--- src/rtl/uart_tx_buf_reader.sv ---
// UART 8N1 transmitter that streams tx_len bytes out of a synchronous-read TX buffer.
// Optional parity bit when UART_TX_PARITY_EN is defined (even, or odd with PARITY_ODD=1).
module uart_tx_buf_reader #(
  parameter int CLKS_PER_BIT = 104,
  parameter int ADDR_W       = 9,
  parameter int PARITY_ODD   = 0
) (
  input  logic              clk,
  input  logic              reset,
  input  logic              tx_start,
  input  logic [9:0]        tx_len,
  input  logic              tx_abort,
  output logic              tx_buf_ren,
  output logic [ADDR_W-1:0] tx_buf_ra,
  input  logic [7:0]        tx_buf_rd,
  output logic              tx,
  output logic              tx_busy,
  output logic              tx_done
);

  localparam int BAUD_W = (CLKS_PER_BIT > 1) ? $clog2(CLKS_PER_BIT) : 1;
  localparam logic [BAUD_W-1:0] BAUD_LAST = BAUD_W'(CLKS_PER_BIT - 1);
  localparam logic [10:0] DEPTH = 11'(1 << ADDR_W);

  if (CLKS_PER_BIT < 2 || PARITY_ODD < 0 || PARITY_ODD > 1) begin : g_param_check
    $error("uart_tx_buf_reader: CLKS_PER_BIT must be >= 2 and PARITY_ODD must be 0 or 1");
  end

  typedef enum logic [2:0] {
    S_IDLE,
    S_FETCH,
    S_LOAD,
    S_START,
    S_DATA,
`ifdef UART_TX_PARITY_EN
    S_PARITY,
`endif
    S_STOP,
    S_DONE
  } state_t;

  state_t            state;
  logic [BAUD_W-1:0] baud_cnt;
  logic [2:0]        bit_cnt;
  logic [7:0]        shreg;
  logic [10:0]       remaining;
  logic [10:0]       len_clamped;
  logic              bit_end;
`ifdef UART_TX_PARITY_EN
  logic              parity_bit;
`endif

  assign len_clamped = ({1'b0, tx_len} > DEPTH) ? DEPTH : {1'b0, tx_len};
  assign bit_end     = (baud_cnt == BAUD_LAST);

  // NOTE: every register below is assigned with <= so all state updates see pre-edge values.
  always_ff @(posedge clk or posedge reset) begin
    if (reset) begin
      state      <= S_IDLE;
      tx         <= 1'b1;
      tx_busy    <= 1'b0;
      tx_done    <= 1'b0;
      tx_buf_ren <= 1'b0;
      tx_buf_ra  <= '0;
      baud_cnt   <= '0;
      bit_cnt    <= '0;
      shreg      <= '0;
      remaining  <= '0;
`ifdef UART_TX_PARITY_EN
      parity_bit <= 1'b0;
`endif
    end else if (tx_abort) begin
      state      <= S_IDLE;
      tx         <= 1'b1;
      tx_busy    <= 1'b0;
      tx_done    <= 1'b0;
      tx_buf_ren <= 1'b0;
      tx_buf_ra  <= '0;
      baud_cnt   <= '0;
      bit_cnt    <= '0;
      remaining  <= '0;
    end else begin
      tx_buf_ren <= 1'b0;
      tx_done    <= 1'b0;
      case (state)
        S_IDLE: begin
          tx       <= 1'b1;
          baud_cnt <= '0;
          bit_cnt  <= '0;
          if (tx_start) begin
            if (len_clamped == '0) begin
              state   <= S_DONE;
              tx_done <= 1'b1;
            end else begin
              state      <= S_FETCH;
              tx_busy    <= 1'b1;
              tx_buf_ren <= 1'b1;
              tx_buf_ra  <= '0;
              remaining  <= len_clamped;
            end
          end
        end
        S_FETCH: state <= S_LOAD;
        S_LOAD: begin
          // Read data is only trusted here, one cycle after the ren pulse.
          shreg    <= tx_buf_rd;
`ifdef UART_TX_PARITY_EN
          parity_bit <= (^tx_buf_rd) ^ 1'(PARITY_ODD);
`endif
          tx       <= 1'b0;
          baud_cnt <= '0;
          state    <= S_START;
        end
        S_START: begin
          if (bit_end) begin
            baud_cnt <= '0;
            bit_cnt  <= '0;
            tx       <= shreg[0];
            state    <= S_DATA;
          end else begin
            baud_cnt <= baud_cnt + 1'b1;
          end
        end
        S_DATA: begin
          if (bit_end) begin
            baud_cnt <= '0;
            if (bit_cnt == 3'd7) begin
`ifdef UART_TX_PARITY_EN
              tx    <= parity_bit;
              state <= S_PARITY;
`else
              tx    <= 1'b1;
              state <= S_STOP;
`endif
            end else begin
              bit_cnt <= bit_cnt + 1'b1;
              shreg   <= shreg >> 1;
              tx      <= shreg[1];
            end
          end else begin
            baud_cnt <= baud_cnt + 1'b1;
          end
        end
`ifdef UART_TX_PARITY_EN
        S_PARITY: begin
          if (bit_end) begin
            baud_cnt <= '0;
            tx       <= 1'b1;
            state    <= S_STOP;
          end else begin
            baud_cnt <= baud_cnt + 1'b1;
          end
        end
`endif
        S_STOP: begin
          if (bit_end) begin
            baud_cnt  <= '0;
            remaining <= remaining - 1'b1;
            if (remaining == 11'd1) begin
              state   <= S_DONE;
              tx_done <= 1'b1;
              tx_busy <= 1'b0;
            end else begin
              // Only advance when another byte follows, so ra tops out at the last byte read.
              tx_buf_ra  <= tx_buf_ra + 1'b1;
              tx_buf_ren <= 1'b1;
              state      <= S_FETCH;
            end
          end else begin
            baud_cnt <= baud_cnt + 1'b1;
          end
        end
        S_DONE:  state <= S_IDLE;
        default: state <= S_IDLE;
      endcase
    end
  end

endmodule
--- config.mk ---
export PLATFORM = sky130hd
export DESIGN_NAME = uart_tx_buf_reader
export DESIGN_NICKNAME = d
export VERILOG_FILES = /design/src/rtl/uart_tx_buf_reader.sv
export SDC_FILE = /design/constraint.sdc
export NUM_CORES = 1
export LEC_CHECK = 0
export BUFFER_PORTS_ARGS = -buffer_cell sky130_fd_sc_hd__buf_2
export CAP_MARGIN = 10
export CORE_MARGIN = 10
export CORE_UTILIZATION = 55
export CTS_BUF_LIST = sky130_fd_sc_hd__clkbuf_16
export DETAILED_ROUTE_END_ITERATION = 10
export GPL_ROUTABILITY_DRIVEN = 0
export PLACE_DENSITY_LB_ADDON = 0.12
export SYNTH_ARGS = -nofsm -noshare
export SYNTH_HDL_FRONTEND = slang
export SYNTH_SLANG_ARGS = --single-unit
export TNS_END_PERCENT = 50
--- constraint.sdc ---
create_clock -name clk -period 2.73 [get_ports clk]
set_input_delay 0.546 -clock clk [delete_from_list [all_inputs] [get_ports clk]]
set_output_delay 0.546 -clock clk [all_outputs]
set_load 0.02 [all_outputs]
==> results of run 1 <==
report_power, final:
group | total [W] | internal (W) | switching, W
logic | 0.000562 | 0.000242 | 0.000319
registers | 0.000831 | 0.000764 | 0.0000671
clock network | 0.000766 | 0.000522 | 0.000243
total | 0.00216 | 0.00153 | 0.000630
per-stage QoR:
step            util  hold slack, ns  cells  area (µm²)
6_report       0.645           0.469    412        3250
5_1_grt        0.645           0.515    412        3250
4_1_cts        0.645           0.485    412        3250
3_5_place_dp   0.608           0.477    404        3060
3_3_place_gp   0.608           0.481    404        3060
2_1_floorplan      -           0.475    310        2830
flip-flops by register name, summed over array words and instances, names as in the netlist:
signal / flops
baud_cnt: 7
bit_cnt: 3
remaining: 11
shreg: 8
state: 3
tx: 1
tx_buf_ra: 9
tx_buf_ren: 1
tx_busy: 1
tx_done: 1
cell usage in the layout, fill, tap and decap left out, types with 3 or more instances in the layout:
cell	n
dfrtp_1	44
buf_2	34
nor2_1	32
nand2_1	29
a21oi_1	22
mux2_2	17
o21ai_0	15
buf_4	10
nor3_1	9
a31oi_1	8
inv_1	8
nand3_1	8
a22o_1	7
ha_1	6
and3_1	5
nor4_1	5
o211ai_1	5
clkbuf_16	5
or3_1	4
mux2i_1	4
nand4_1	3
o31ai_1	3
or4_1	3
a211oi_1	3
kinds of logic (layout without fill, tap and decap cells):
logic type	count (synthesis)	after routing	synth area share
compound gates	85	85	0.211
xor+xnor	3	3	0.00930
fa+ha+maj	6	6	0.0266
buf+inv	31	63	0.0478
flops	45	45	0.399
mux	21	21	0.0819
simple gates	119	119	0.225
per-layer routing:
layer,GRT usage,vias to the layer above,part of all wire,wire [µm]
met5,0,-,0,0
met2,0.258,67,0.47,3100
met3,0.0367,9,0.052,342
met1,0.219,1210,0.46,3040
met4,0.0457,0,0.013,87
li1,-,1213,-,-
worst max-delay path by stage:
| stage | startpoint | end | slack [ns] | cells after the start |
|---|---|---|---|---|
| after global routing | baud_cnt[0] | remaining[10] | 0.35 | 6 |
| after floorplan | tx_start | tx_buf_ra[3] | 0.75 | 5 |
| final | baud_cnt[0] | bit_cnt[0] | 0.48 | 6 |
| after CTS | baud_cnt[0] | bit_cnt[0] | 0.50 | 6 |
| after global placement | baud_cnt[0] | bit_cnt[0] | 0.54 | 6 |
| after detailed placement | tx_start | remaining[10] | 0.51 | 6 |
worst max-delay path: cells and delay by family (launching register included):
kind,cells,cell delay [ns]
AOI/OAI and AO/OA,2,0.56
adders and majority gates,1,0.21
DFF,1,0.37
muxes,1,0.39
and+or+nand+nor,2,0.60
synth_stat cells, types with 3 or more instances:
master | count | area (µm²)
o21ai_0 | 15 | 75.1
ha_1 | 6 | 75.1
o211ai_1 | 5 | 37.5
inv_1 | 9 | 33.8
dfrtp_1 | 44 | 1100
a211oi_1 | 3 | 22.5
nor4_1 | 5 | 31.3
a22o_1 | 7 | 61.3
a21oi_1 | 22 | 110
or4_1 | 3 | 22.5
mux2i_1 | 4 | 40.0
buf_1 | 3 | 11.3
or3_1 | 4 | 25.0
nand3_1 | 8 | 40.0
and3_1 | 5 | 31.3
nand2_1 | 29 | 109
nor3_1 | 9 | 45.0
buf_2 | 3 | 15.0
nor2_1 | 32 | 120
mux2_2 | 17 | 191
o31ai_1 | 3 | 22.5
clkbuf_1 | 12 | 45.0
a31oi_1 | 8 | 50.1
nand4_1 | 3 | 18.8
layout make-up:
type / count / area [µm²]
tap: 70 / 87.6
multi-input combinational: 234 / 1560
clock inverter: 3 / 65.1
fill: 416 / 1790
timing repair buffer: 44 / 245
sequential: 45 / 1130
inverter: 11 / 41.3
clock buffer: 5 / 125
==> results.cfg, run 1 <==
[clocking]
cts_num_sinks = 45
cts_tree = yes
hold_buffers = 0
insertion_delay_ns = 0.28
h-tree-depth = 2
clk_pin_slew_ns = 0.06
ctsResizeCount = 0
post-cts-setup-buffer-count = 0
clk_path_buf_depth = 2
cts-buffers-inserted = 5
cts-root-buf = clkbuf_16

[global_routing]
grt_overflow_total = 0
grt_first_pass_wirelength_mm = 11.7
grt_pass1_vias = 2441
grt_use_total = 0.163
grt_max_degree = 46
antenna_found_initial = 0

[die]
die-area_um2 = 8400
rows = 26
die_h_um = 91.7
initial_core_util = 0.560
coreArea_um2 = 5040
die_w_um = 91.7
ioPinCount = 35

[setup_path]
crit_slowest_cell = nor3_2
ff2ff_setup_slack_ns = 0.48
cp_slowest_stage_delay_ns = 0.45
cp_data_arrival_time_ns = 2.42
required_ns = 2.90
r2r_cells = 6
crit_fanout = 7
critPathLaunchType = flip-flop
path_cells = ha_1 -> nand2_1 -> nor3_2 -> a21oi_1 -> o221ai_1 -> mux2_2
regToRegEndpoint = bit_cnt[0]
crit_path_end_kind = flip-flop
path_class = flip-flop to flip-flop
reg2reg_from = baud_cnt[0]

[route]
viasPerCell = 6.07
firstDrtPassIters = 4
ant_nets = 0
drt_wl_total_mm = 6.56
avgRoutedWirePerCell_um = 15.9
via_count = 2499
route.detailed.drc = 0
detail_route.iter0.violations = 205

[synth]
synth_ff_type = dfrtp_1
synth_cell_type_count = 61
synth.net_count = 338
syn_avg_cell_area_um2 = 9.11
synth-edff-count = 0
synthArstFlopShare = 1.00
ys.warnings.count = 0
ys_seq_area_frac = 0.399
synth_cells = 310
syn_area_um2 = 2830
ys_ff_latch = 45

[sta]
setup_violations = 0
tightest_slew_ns = 0.926
rsz0062_at_grt = no
fin_crit_sh = 0.824
report.final.slew_viol_count = 0
hold_violations = 0
setup_tns_ns = 0
finalCriticalPeriod_ns = 2.25
fmax_ghz = 0.444
setup_ws_ns = 0.480
slew_headroom = 0.382
finalClockSkew_ns = 0.00346

[hold_path]
min_path_type = input pin to asynchronous set/reset pin

[flow_run]
cap_violations = 0

[placed_design]
port_buffers = 34
place_ws_ns = 0.510
hpwl_mm = 4.83

[finish]
drive_above_1_share = 0.243
antenna_cells = 0
nNetsFinal = 369
area_delta_synth_final_pct = 15.2

[power]
peakVddDrop_mv = 0.529
power_density_nw_per_um2 = 663
power_w = 0.00216
leakage_nw = 1.47

[status]
outcome = finished clean
Power figures use the tool's default switching activity.
==> run 2: changes to the inputs <==
--- a/config.mk
+++ b/config.mk
@@ -8,7 +8,7 @@
 export BUFFER_PORTS_ARGS = -buffer_cell sky130_fd_sc_hd__buf_2
 export CAP_MARGIN = 10
 export CORE_MARGIN = 10
-export CORE_UTILIZATION = 55
+export CORE_UTILIZATION = 53
 export CTS_BUF_LIST = sky130_fd_sc_hd__clkbuf_16
 export DETAILED_ROUTE_END_ITERATION = 10
 export GPL_ROUTABILITY_DRIVEN = 0
==> constraint.sdc (replaced) <==
create_clock -name clk -period 2.05 [get_ports clk]
set_input_delay 0.41 -clock clk [delete_from_list [all_inputs] [get_ports clk]]
set_output_delay 0.41 -clock clk [all_outputs]
set_load 0.02 [all_outputs]
==> run 2 against run 1 <==
  * Worst hold slack worse by 0.37 ns
  * Core utilization rose by 5.1 points
  * Die area grew 2.9%
  * Global-route usage grew 0.62 points
  * Sequential share of layout area is 3.2 points lower
  * Critical path depth did not move
  * Clock skew is 0.0034 ns higher
  * Count of clock-buffer cells in the layout unchanged
  * Routed wire length is 13% higher
  * Critical path type unchanged
  * Critical endpoint is now remaining[10]
  * Largest power group unchanged
==> results.cfg, run 2 (synthesis results as in run 1) <==
[clocking]
cts-buffers-inserted = 5
clk_path_buf_depth = 2
hold_buffers = 0
h-tree-depth = 2
insertion_delay_ns = 0.29
clk_pin_slew_ns = 0.06
cts-root-buf = clkbuf_16
cts_tree = yes
cts_num_sinks = 45

[global_routing]
grt_max_degree = 29
antenna_found_initial = 0
grt_overflow_total = 0
grt_use_total = 0.169
grt_first_pass_wirelength_mm = 12.1
grt_pass1_vias = 2506

[route]
ant_nets = 0
route.detailed.drc = 0
drt_wl_total_mm = 7.44
firstDrtPassIters = 4
via_count = 2650
viasPerCell = 5.92
detail_route.iter0.violations = 281
avgRoutedWirePerCell_um = 16.6

[die]
coreArea_um2 = 5140
rows = 26
die_h_um = 93.0
ioPinCount = 35
die-area_um2 = 8650
initial_core_util = 0.550
die_w_um = 93.0

[finish]
area_delta_synth_final_pct = 26.7
drive_above_1_share = 0.347
mostFrequentLayoutCells = dfrtp_1 (44), buf_4 (42), buf_2 (34)
largest_register = remaining
nNetsFinal = 405
antenna_cells = 0
mostFrequentLayoutCell = dfrtp_1
nFillCells = 433
largest_reg_flops = 11
final_cells = 448
largestRegisters = remaining x11, tx_buf_ra x9, shreg x8

[sta]
hold_violations = 0
finalCriticalPeriod_ns = 2.03
tightest_slew_ns = 0.507
hold_ws_ns = 0.103
fin_crit_sh = 0.992
slew_headroom = 0.662
fmax_ghz = 0.492
setup_ws_ns = 0.0165
rsz0062_at_grt = yes
setup_violations = 0
finalClockSkew_ns = 0.00690
report.final.slew_viol_count = 0

[setup_path]
required_ns = 2.26
critPathLaunchType = flip-flop
crit_fanout = 3
cp_data_arrival_time_ns = 2.25
cp-startpoint = state[2]
reg2reg_from = state[2]
crit_path_end_kind = flip-flop
path_class = flip-flop to flip-flop

[placed_design]
dpl.cell_count = 433
hpwl_mm = 5.33
place_ws_ns = -0.0715
port_buffers = 34

[power]
power_density_nw_per_um2 = 788
peakVddDrop_mv = 0.645
power_w = 0.00282
leakage_nw = 1.63

[status]
outcome = finished clean

[hold_path]
min_path_type = input pin to asynchronous set/reset pin

[flow_run]
cap_violations = 0
run 2: changes by cell type in the layout (fill, tap and decap cells not counted), moves of 2 or more:
| cell | previous run | this run |
|---|---|---|
| bufinv_16 | 2 | 0 |
| buf_6 | 0 | 2 |
| inv_1 | 8 | 10 |
| buf_4 | 10 | 42 |
| buf_12 | 0 | 2 |
| a21oi_2 | 0 | 3 |
| a21oi_1 | 22 | 19 |
| or4_4 | 1 | 4 |
| and3_1 | 5 | 3 |
| or4_1 | 3 | 0 |
run 2: worst paths after layout:
kind                                  to  slack, ns  depth (start not counted)
setup / recovery           remaining[10]       0.02                          6
hold / removal              tx_buf_ra[1]       0.10                          2
setup reg to reg           remaining[10]       0.02                          6
hold reg to reg                 shreg[4]       0.52                          1
max in group asynchronous             tx       1.33                          3
min in group clk            remaining[0]       0.42                          3
run 2: final cells by class:
type                    instances  area, µm²  area share
repair buffers                 80        548       0.153
clock buffers                   5        125      0.0349
clock inverters                 3       15.0     0.00419
inverters                      11       41.3      0.0115
flip-flops and latches         45       1130       0.315
well taps                      70       87.6      0.0245
multi-input cells             234       1640       0.457
run 2: where the power goes:
part           switching [W]  leakage (nW)  internal, W
clock network       0.000341        0.0724     0.000443
logic               0.000486         0.957     0.000448
registers          0.0000862         0.603      0.00102
run 2: through the flow:
step,instance area [µm²],TNS (ns),utilization
floorplan,2830,0,-
global placement,3290,-0.0270,0.641
detailed placement,3290,-0.0830,0.641
CTS,3450,0,0.672
global route,3580,-0.0303,0.697
finish,3580,0,0.697
run 2: metal layers:
metal,track usage,vias to the layer above,part of all wire
met5,0,-,0
met4,0.0604,0,0.017
met3,0.0328,11,0.045
met2,0.275,75,0.49
met1,0.219,1286,0.44
li1,-,1278,-
run 2: what timing repair did:
item | in CTS | in global routing
setup endpoints to repair | 5 | 31
pin swaps | 3 | 11
gates resized for setup | 4 | 16
gates cloned | 0 | 0
setup buffers | 1 | 6
run 2: worst max-delay path, cell delays in order, from the launching register on:
cell     delay (ns)
dfrtp_1        0.41
or4b_4         0.56
o41ai_4        0.07
buf_4          0.20
o21ai_4        0.07
or4_4          0.51
a21oi_2        0.14
==> run 3: changes to the inputs <==
--- a/config.mk
+++ b/config.mk
@@ -6,13 +6,13 @@
 export NUM_CORES = 1
 export LEC_CHECK = 0
 export BUFFER_PORTS_ARGS = -buffer_cell sky130_fd_sc_hd__buf_2
-export CAP_MARGIN = 10
+export CAP_MARGIN = 20
 export CORE_MARGIN = 10
 export CORE_UTILIZATION = 53
 export CTS_BUF_LIST = sky130_fd_sc_hd__clkbuf_16
 export DETAILED_ROUTE_END_ITERATION = 10
 export GPL_ROUTABILITY_DRIVEN = 0
-export PLACE_DENSITY_LB_ADDON = 0.12
+export PLACE_DENSITY = 0.77
 export SYNTH_ARGS = -nofsm -noshare
 export SYNTH_HDL_FRONTEND = slang
 export SYNTH_SLANG_ARGS = --single-unit
==> run 3 against run 2 <==
  * Routed wire length shrank 2.2%
  * Largest power group unchanged
  * Design area shrank 3.7%
  * Sequential power is essentially flat
  * Die area is the same
  * Global-route usage grew 0.075 points
  * Combinational power shrank 7.5%
  * Count of clock-buffer cells in the layout is the same
  * Critical endpoint is now tx_buf_ra[3]
  * Critical path type unchanged
==> results.cfg, run 3 (synthesis results as in run 1) <==
[clocking]
clk_path_buf_depth = 2
cts_num_sinks = 45
h-tree-depth = 2
hold_buffers = 0
clk_pin_slew_ns = 0.06
cts-buffers-inserted = 5
cts-root-buf = clkbuf_16
insertion_delay_ns = 0.29
cts_tree = yes

[placed_design]
port_buffers = 34
place_area_um2 = 3230
hpwl_mm = 5.22
place_ws_ns = -0.145

[setup_path]
regToRegEndpoint = tx_buf_ra[3]
crit_path_end_kind = flip-flop
critPathLaunchType = flip-flop
reg2reg_from = state[2]
path_class = flip-flop to flip-flop
cp_data_arrival_time_ns = 2.25
ff2ff_setup_slack_ns = 0.01
crit_slowest_cell = or4b_4
crit_fanout = 3
required_ns = 2.27
cp_slowest_stage_delay_ns = 0.59
path_cells = or4b_4 -> nand4_1 -> o211ai_4 -> or4_1 -> a21oi_1
r2r_cells = 5

[power]
leakage_nw = 1.57
power_density_nw_per_um2 = 798
peakVddDrop_mv = 0.621

[sta]
report.final.slew_viol_count = 0
finalClockSkew_ns = 0.00766
fmax_ghz = 0.491
hold_ws_ns = 0.262
slew_headroom = 0.617
fin_crit_sh = 0.994
rsz0062_at_grt = yes
setup_ws_ns = 0.0119
hold_violations = 0
tightest_slew_ns = 0.574
finalCriticalPeriod_ns = 2.04
setup_violations = 0

[finish]
final_core_util = 0.671
nNetsFinal = 391
largest_reg_flops = 11
drive_above_1_share = 0.310
multi_input_area_um2 = 1620
mostFrequentLayoutCells = dfrtp_1 (44), buf_2 (34), nor2_1 (32)
finalInstanceArea_um2 = 3450
nFillCells = 456
largest_register = remaining
area_delta_synth_final_pct = 22.0
largestRegisters = remaining x11, tx_buf_ra x9, shreg x8
regArea_um2 = 1130
antenna_cells = 0
mostFrequentLayoutCell = dfrtp_1

[global_routing]
antenna_found_initial = 0
grt_pass1_vias = 2480
grt_max_degree = 46
grt_overflow_total = 0
grt_use_total = 0.170
grt_first_pass_wirelength_mm = 12.2

[route]
viasPerCell = 5.94
via_count = 2576
ant_nets = 0
drt_wl_total_mm = 7.27
firstDrtPassIters = 5
detail_route.iter0.violations = 240
route.detailed.drc = 0
avgRoutedWirePerCell_um = 16.8

[status]
outcome = finished clean

[die]
die_w_um = 93.0
die_h_um = 93.0
ioPinCount = 35
initial_core_util = 0.550
die-area_um2 = 8650
coreArea_um2 = 5140
rows = 26

[hold_path]
min_path_type = input pin to asynchronous set/reset pin

[flow_run]
cap_violations = 0
-- run 3: cell types whose count changed in the layout (fill, tap and decap cells not counted), moves of 2 or more --
cell / previous run / this run
a21oi_2: 3 / 1
or4_4: 4 / 1
buf_6: 2 / 0
buf_4: 42 / 30
or4_1: 0 / 3
a21oi_1: 19 / 21
-- run 3: through the flow --
| stage | setup TNS [ns] | power, W | cells |
|---|---|---|---|
| after detailed placement | -0.410 | 0.00194 | 423 |
| after floorplan | 0 | 0.00168 | 310 |
| after global routing | -0.0724 | 0.00290 | 434 |
| final | 0 | 0.00275 | 434 |
| after CTS | -0.00397 | 0.00273 | 433 |
| after global placement | -0.106 | 0.00191 | 423 |
-- run 3: layout make-up --
cell class | instances | share of cell area
clock buffers | 5 | 0.0363
well taps | 70 | 0.0254
multi-input cells | 234 | 0.469
inverters | 11 | 0.0120
flip-flops and latches | 45 | 0.327
repair buffers | 66 | 0.126
clock inverters | 3 | 0.00436
-- run 3: worst max-delay path, delay by kind of cell, from the launching register on --
family,cells,cell delay [ns]
AO/OA/AOI/OAI,2,0.25
flip-flops,1,0.41
AND/OR/NAND/NOR,3,1.29
-- run 3: worst max path at each step --
stage	from	end	cells after the start
floorplan	state[0]	tx_buf_ra[3]	6
global placement	tx_start	tx_buf_ren	5
detailed placement	baud_cnt[1]	tx_buf_ren	5
CTS	baud_cnt[1]	shreg[6]	7
global route	state[2]	tx_buf_ra[3]	6
finish	state[2]	tx_buf_ra[3]	5
-- run 3: what timing repair did --
action                                  CTS  global route
endpoints found under the setup margin   11            25
setup buffers                             2             1
pin swaps                                 3             3
resized for setup                         2            11
-- run 3: report_power, final --
part | switching (W) | total (W) | internal, W
logic | 0.000463 | 0.000865 | 0.000402
registers | 0.0000885 | 0.00111 | 0.00102
clock network | 0.000336 | 0.000779 | 0.000443
total | 0.000888 | 0.00275 | 0.00186
-- run 3: metal layers --
layer,global-route usage,share of wire,wire length [µm],vias to the layer above
li1,-,-,-,1246
met1,0.223,0.44,3210,1236
met2,0.272,0.49,3570,83
met3,0.0288,0.052,379,11
met4,0.0668,0.016,113,0
met5,0,0,0,-
